--- config.mk ---
export PLATFORM = sky130hd
export DESIGN_NAME = serial_add_sub
export DESIGN_NICKNAME = d
export VERILOG_FILES = /design/src/rtl/serial_add_pkg.sv /design/src/rtl/full_adder_cell.sv /design/src/rtl/serial_add_sub.sv
export SDC_FILE = /design/constraint.sdc
export NUM_CORES = 1
export LEC_CHECK = 0
export CORE_MARGIN = 3
export CORE_UTILIZATION = 50
export CTS_CLUSTER_SIZE = 14
export DETAILED_ROUTE_END_ITERATION = 7
export MAX_ROUTING_LAYER = met4
export PLACE_DENSITY = 0.8
export SLEW_MARGIN = 20
export SYNTH_ARGS = -nofsm -noshare
export SYNTH_HDL_FRONTEND = slang
export SYNTH_SLANG_ARGS = --single-unit
--- constraint.sdc ---
create_clock -name clk -period 2.7 [get_ports clk]
set_input_delay 0.675 -clock clk [delete_from_list [all_inputs] [get_ports clk]]
set_output_delay 0.675 -clock clk [all_outputs]
set_load 0.01 [all_outputs]
--- src/rtl/serial_add_pkg.sv ---
// serial_add_pkg: shared state encoding and op codes for the bit-serial adder/subtractor
package serial_add_pkg;
   typedef enum logic [1:0] {IDLE, RUN, DONE} state_t;
   localparam logic OP_ADD = 1'b0;
   localparam logic OP_SUB = 1'b1;
endpackage

--- src/rtl/full_adder_cell.sv ---
// full_adder_cell: single combinational full-adder bit, the only arithmetic in the datapath
module full_adder_cell (
   input  logic a,
   input  logic b,
   input  logic cin,
   output logic s,
   output logic co
);
   assign s  = a ^ b ^ cin;
   assign co = (a & b) | (cin & (a ^ b));
endmodule

--- src/rtl/serial_add_sub.sv ---
// serial_add_sub: LSB-first bit-serial add/subtract through one full-adder cell with valid/ready on both sides
module serial_add_sub
   import serial_add_pkg::*;
#(
   parameter int WIDTH = 8
) (
   input  logic             clk,
   input  logic             rst_n,
   input  logic             in_valid,
   output logic             in_ready,
   input  logic [WIDTH-1:0] a,
   input  logic [WIDTH-1:0] b,
   input  logic             cin,
   input  logic             sub,
   output logic             out_valid,
   input  logic             out_ready,
   output logic [WIDTH-1:0] sum,
   output logic             cout,
   output logic             ovf
);
   localparam int CW = (WIDTH > 1) ? $clog2(WIDTH) : 1;
   localparam logic [CW-1:0] LAST = CW'(WIDTH - 1);
   state_t state, state_nxt;
   logic [WIDTH-1:0] a_sh, b_sh, sum_sh, sum_nxt;
   logic [CW-1:0] cnt;
   logic carry, cout_r, ovf_r, fa_s, fa_co, last;
   full_adder_cell u_fa (
      .a  (a_sh[0]),
      .b  (b_sh[0]),
      .cin(carry),
      .s  (fa_s),
      .co (fa_co)
   );
   assign last = (cnt == LAST);
   assign sum  = sum_sh;
   assign cout = cout_r;
   assign ovf  = ovf_r;
   // next state, handshake flags and the sum register's shifted-in value
   always_comb begin
      state_nxt = IDLE;
      in_ready  = (state == IDLE);
      out_valid = (state == DONE);
      sum_nxt   = sum_sh >> 1;
      sum_nxt[WIDTH-1] = fa_s;
      case (state)
         IDLE:    state_nxt = in_valid ? RUN : IDLE;
         RUN:     state_nxt = last ? DONE : RUN;
         DONE:    state_nxt = out_ready ? IDLE : DONE;
         default: state_nxt = IDLE;
      endcase
   end
   // state register; async reset abandons any operation in flight
   always_ff @(posedge clk or negedge rst_n) begin
      if (!rst_n) state <= IDLE;
      else        state <= state_nxt;
   end
   // operand load on accept, then one bit per cycle; subtract folds into inverted b and carry
   always_ff @(posedge clk or negedge rst_n) begin
      if (!rst_n) begin
         a_sh   <= '0;
         b_sh   <= '0;
         sum_sh <= '0;
         cnt    <= '0;
         carry  <= 1'b0;
         cout_r <= 1'b0;
         ovf_r  <= 1'b0;
      end else if (state == IDLE && in_valid) begin
         a_sh  <= a;
         b_sh  <= (sub == OP_SUB) ? ~b : b;
         carry <= (sub == OP_SUB) ? ~cin : cin;
         cnt   <= '0;
      end else if (state == RUN) begin
         a_sh   <= a_sh >> 1;
         b_sh   <= b_sh >> 1;
         sum_sh <= sum_nxt;
         carry  <= fa_co;
         cnt    <= last ? cnt : cnt + CW'(1);
         if (last) begin
            cout_r <= fa_co;
            ovf_r  <= carry ^ fa_co;
         end
      end
   end
endmodule

# After elaboration in Yosys (flattened, before gate mapping)
# Cells that the tools add are included.
# Widths: inputs -> output; s select.
[op_classes] eq_ne=4 shift=0 addsub=1 n_reduce_logical=6 magnitude_cmp=0 n_mux=15 multipliers=0 n_div=0 n_bitwise=9
[op_table] operator="$mux 8" n=5
[op_table] operator="$mux 3" n=3
[op_table] operator="$not 8->8" n=1
[op_table] operator="$pmux 2 s3" n=1
[op_table] operator="$mux 1" n=4
[op_table] operator="$mux 2" n=2
[op_table] operator="$reduce_and 2->1" n=2
[op_table] operator="$add 3x1->3 const B" n=1
[op_table] operator="$eq 3x3->1 const B" n=1
[op_table] operator="$reduce_and 3->1" n=1
[op_table] operator="$xor 1x1->1" n=3
[op_table] operator="$and 1x1->1" n=2
[op_table] operator="$eq 2x1->1 const B" n=1
[op_table] operator="$eq 2x2->1 const B" n=1
[op_table] operator="$logic_not 2->1" n=1
[op_table] operator="$ne 2x1->1 const B" n=1
[op_table] operator="$not 1->1" n=2
[op_table] operator="$reduce_bool 2->1" n=1
[op_table] operator="$logic_and 1x1->1" n=1
[op_table] operator="$or 1x1->1" n=1
[totals] n_memories=0 mem_bits_ro=0 latch_bits=0 ram_bits=0 in_bits=22 word_cells=43 out_inout_bits=12 regBits=32

# Longest topological paths before layout
[logic_depth] word_depth=5 ltp_mapped=5 mapped_depth_nobuf=5

# Cells and area by module
# From an unflattened synthesis, not the netlist that was laid out.
[hier_totals] hier_cells=150 hier_area_um2=1496.4
[by_module_without_submodules] mod="serial_add_sub" instances=1 cells_per_inst=149 seq_area_each_um2=800.8 area_per_inst_um2=1476.4
[by_module_without_submodules] mod="full_adder_cell" instances=1 cells_per_inst=1 seq_area_each_um2=0.0 area_per_inst_um2=20.0

# Least setup slack after synthesis
# OpenSTA, ideal clock, no wires.
[synth_timing] kind="register to register" start="register cnt[0]" end="register cnt[0]" path_slack_ps=1136 path_stages_with_launch=6 synth_period_minus_slack_ps=1564 t_required_ps=2575 path_buffers=0 arrival_ps=1439 cell_sequence="dfrtp_1 > ha_1 > ha_1 > nor3b_1 > nor2_1 > mux2_2"
[synth_via] elab_chain_cells=4 elab_cells_between_ends=7 cone_classes="add/sub: 1; eq/ne: 2; mux: 3; reduce/logical: 1"
[synth_rtl] item="start: declaration" line="serial_add_sub.sv:25" rtl="logic [CW-1:0] cnt;"
[synth_rtl] item="start signal: assignment" line="serial_add_sub.sv:77" rtl="cnt <= last ? cnt : cnt + CW'(1);"
[synth_rtl] item="$add 3x1->3" line="serial_add_sub.sv:77"
[synth_rtl] item="$mux 3" line="serial_add_sub.sv:77"
[synth_rtl] item="$mux 3" line="serial_add_sub.sv:72" rtl="end else if (state == RUN) begin"
[synth_rtl] item="$mux 3" line="serial_add_sub.sv:67" rtl="end else if (state == IDLE && in_valid) begin"
# Parallel ways exist; a longest one is shown, timed or not. The select of a mux whose other input is x is not followed.
# A chain may end at the register's enable or synchronous reset.

# Final worst setup path
[layout_timing] start="register state[0]" end="output out_valid"
[layout_via] elab_chain_cells=1
[layout_rtl] item="start: declaration" line="serial_add_sub.sv:23" rtl="state_t state, state_nxt;"
[layout_rtl] item="start signal: assignment" line="serial_add_sub.sv:55" rtl="else state <= state_nxt;"
[layout_rtl] item="$eq 2x2->1" line="serial_add_sub.sv:42" rtl="out_valid = (state == DONE);"
[layout_rtl] item="end: declaration" line="serial_add_sub.sv:15" rtl="output logic out_valid,"
# Every way passes these cells.

==> out/qor.csv <==
metric,value,unit
flop-to-flop setup slack,0.93,ns
Netlist Area Pre-Place,0.001476,mm²
Clock Tree Buf Depth,2,
Comb pwr share,0.420,
multi-input logic area,611.8,µm²
remaining routing DRC violations,0,
crit-path cells,and2b_1 -> clkdlybuf4s50_1,
switching component of the power,0.0007453,W
arrival time reported for the critical path endpoint,1.56,ns
critical setup path kind,flop to output pin,
Synth Register Bits,32,
Cell Pwr Density,1100,mW/mm²
number of nets with antenna violations after routing,0,
core occupancy in the finished layout,0.6788,
RSZ-0062 raised after global routing,no,
worst reg2reg path depth,5,
critical path data required time,2.03,ns
vias in the first global route,1107,
sum of routed wire length over all layers,2783,µm
WL/cell,13.13,µm
quantity of hold-fixing buffers added after cts,0,
die width,60.34,µm
number of fill cells,224,
"slowest stage cell, crit path",sky130_fd_sc_hd__clkdlybuf4s50_1,
area share of the largest cell type after synthesis,0.5424,
Ys Warns,0,
main area contributors after synthesis,"sky130_fd_sc_hd__dfrtp_1 (54%), sky130_fd_sc_hd__nand2_1 (11%), sky130_fd_sc_hd__xnor2_1 (4.7%)",
capture endpoint of the worst hold path,sum[0]$_DFFE_PN0P_,
number of antenna violations at the first check in global routing,0,
sequential cell fraction of total power,0.407,
Least-Margin Pin Slew,0.7207,ns
Core ar.,0.002781,mm²
WHS Path Cells,2,
Mapped Avg Cell Area,10.11,µm²
cell count after placement,204,
Final setup viols,0,
TritonCTS clock tree,done,
floorplan row count,19,
relative area change from synthesis to final layout,27.88,%
maximum clock rate,0.4484,GHz
leakage power summed over all cells,0.8762,nW
worst setup skew after layout,0.01854,ns
time the final worst path needs with I/O delays and setup,2.230,ns
# resized after CTS,0,
status,finished clean,
overall via count from detail_route,1149,
wire length of the first global-routing pass,4726,µm
NumNets Final,205,
share of flip-flops with an asynchronous set or reset,1.000,
non-filler instance count after layout,212,
cell chosen for the clock root,sky130_fd_sc_hd__clkbuf_4,
post-route setup TNS,0,ns
portion of the post-synthesis area used by sequential elements,0.5424,
highest ir drop seen on vdd,732.3,µV
most frequent cell after synthesis,sky130_fd_sc_hd__nand2_1,
net switching share of the total power,0.3589,
half-perimeter wire length after placement,1955,µm
clock latency on the worst-skew pair,0.34,ns
"critical path fanouts, max",8,
startpoint of the lowest-slack hold path,sum[0]$_DFFE_PN0P_,
GRT Overall Usage,0.1854,
1st-iter DRT viols,50,
CTS Buf Count,5,
I/O Buffers,33,
Relative slew margins,0.5195,
clock power share,0.173,
most frequently used flop master after synthesis,sky130_fd_sc_hd__dfrtp_1,
largest incremental delay on the critical path,0.54,ns
Hold WC Path Type,flop to flop,
Synth top cells by count,"sky130_fd_sc_hd__nand2_1 (44), sky130_fd_sc_hd__dfrtp_1 (32), sky130_fd_sc_hd__nor2_1 (16), sky130_fd_sc_hd__xnor2_1 (8), sky130_fd_sc_hd__a31oi_1 (7)",
y dimension of the die,60.34,µm
number of endpoints with negative hold slack in the final report,0,
count of flip-flops with a built-in enable after synthesis,0,
Die Outline Area,0.003641,mm²
number of unique standard cell types used by synthesis,27,
number of H-tree levels,2,
crit end category,output pin,
top-level I/O count,34,
max-cap violations,0,
placer congestion estimate,0.7596,
clock tree sinks,32,
R2R Path End,cnt[0]$_DFFE_PN0P_,
Via-to-Cell Ratio,5.420,
internal power component,0.001331,W
leftover overflow at the end of global routing,0,
startpoint of the worst register-to-register path,cnt[0]$_DFFE_PN0P_,
combined buffer and inverter count along the critical path,1,
category of cells accounting for the largest share of critical-path delay,buffers and inverters,
pin count of the biggest net entering global routing,33,
nature of the critical path startpoint,flop,
number of max-slew violations in the final report,0,
setup fix buffers added after clock tree synthesis,0,
detailed-routing iteration count for the pre-antenna-repair pass,4,
register cell area after layout,800.8,µm²
diodes inserted,0,
CTS clock-pin slew for the worst setup and hold paths,0.11,ns
share of cells above drive strength 1,0.09945,
library cell with the largest summed area after synthesis,sky130_fd_sc_hd__dfrtp_1,
Mapped Nets,171,
Final Cycle Share,0.8260,
gate count of the mapped netlist,146,
starting density of the core,0.5308,
-- metal layers --
metal,global-route usage,part of all wire,wire length (µm)
met5,-,0,0
met4,0.09177,0.015,42
met3,0.05745,0.064,177
met2,0.2870,0.49,1353
met1,0.2181,0.43,1210
-- state kept, by name (all words and copies together) (netlist names) --
name / count
cout: 1
sum: 8
cnt: 3
b_sh: 8
state: 2
ovf: 1
carry: 1
a_sh: 8
-- cell usage in the layout, fill, tap and decap left out, types with 4 or more instances in the layout --
cell type,netlist,routed
sky130_fd_sc_hd__xnor2_1,8,8
sky130_fd_sc_hd__nor2_1,16,16
sky130_fd_sc_hd__nand2_1,44,44
sky130_fd_sc_hd__clkdlybuf4s50_1,0,33
sky130_fd_sc_hd__dfrtp_1,32,32
sky130_fd_sc_hd__a31oi_1,7,7
sky130_fd_sc_hd__a221o_1,4,4
sky130_fd_sc_hd__clkbuf_4,0,5
-- area by class of cell --
| type | instances | share of cell area |
|---|---|---|
| Clock inverter | 3 | 0.02253 |
| Timing Repair Buffer | 36 | 0.1869 |
| Clock buffer | 5 | 0.01988 |
| Sequential cell | 32 | 0.4241 |
| Multi-Input combinational cell | 104 | 0.3241 |
| Inverter | 1 | 0.001988 |
| Tap cell | 31 | 0.02054 |
-- logic make-up (layout without fill, tap and decap cells) --
| group | after synthesis | after routing | synth area share |
|---|---|---|---|
| AO/OA/AOI/OAI | 19 | 19 | 0.1076 |
| XOR/XNOR | 10 | 10 | 0.05933 |
| adder cells (fa/ha/maj) | 3 | 3 | 0.03051 |
| buffers and inverters | 10 | 45 | 0.04321 |
| flip-flops | 32 | 32 | 0.5424 |
| multiplexers | 3 | 3 | 0.02288 |
| AND/OR/NAND/NOR | 69 | 69 | 0.1941 |
-- worst reg2reg max path: cells and delay by family, from the launching register on --
family | cells | cell delay (ns)
DFF | 1 | 0.40
muxes | 1 | 0.29
and+or+nand+nor | 2 | 0.58
adders and majority gates | 2 | 0.40
-- through the flow --
step	hold slack [ns]	setup WS, ns	total power [W]	area (µm²)
final	0.4832	0.4699	0.002077	1888
after global routing	0.5296	0.3712	0.002260	1888
after detailed placement	0.4616	0.3675	0.001729	1808
after floorplan	0.3794	1.136	0.001436	1476
after global placement	0.4640	0.4279	0.001677	1808
after CTS	0.4874	0.4386	0.002098	1888
-- how the worst max path moves through the flow --
stage / start / end / slack, ns / cells after the start
after floorplan: cnt[0]$_DFFE_PN0P_ / cnt[0]$_DFFE_PN0P_ / 1.14 / 5
after global placement: in_valid / b_sh[0]$_DFFE_PN0P_ / 0.43 / 4
after detailed placement: in_valid / b_sh[5]$_DFFE_PN0P_ / 0.37 / 4
after CTS: state[0]$_DFF_PN0_ / out_valid / 0.44 / 2
after global routing: state[0]$_DFF_PN0_ / out_valid / 0.37 / 2
final: state[0]$_DFF_PN0_ / out_valid / 0.47 / 2
-- power by group through the flow --
stage	Combinational (W)	Clock, W	Sequential, W
final	0.000873	0.000359	0.000844
after global routing	0.000993	0.000391	0.000877
after CTS	0.000883	0.000367	0.000847
after detailed placement	0.000878	0	0.000851
after global placement	0.000838	0	0.000840
after floorplan	0.000584	0	0.000852
Note: power is estimated with default switching activity, not from simulation.
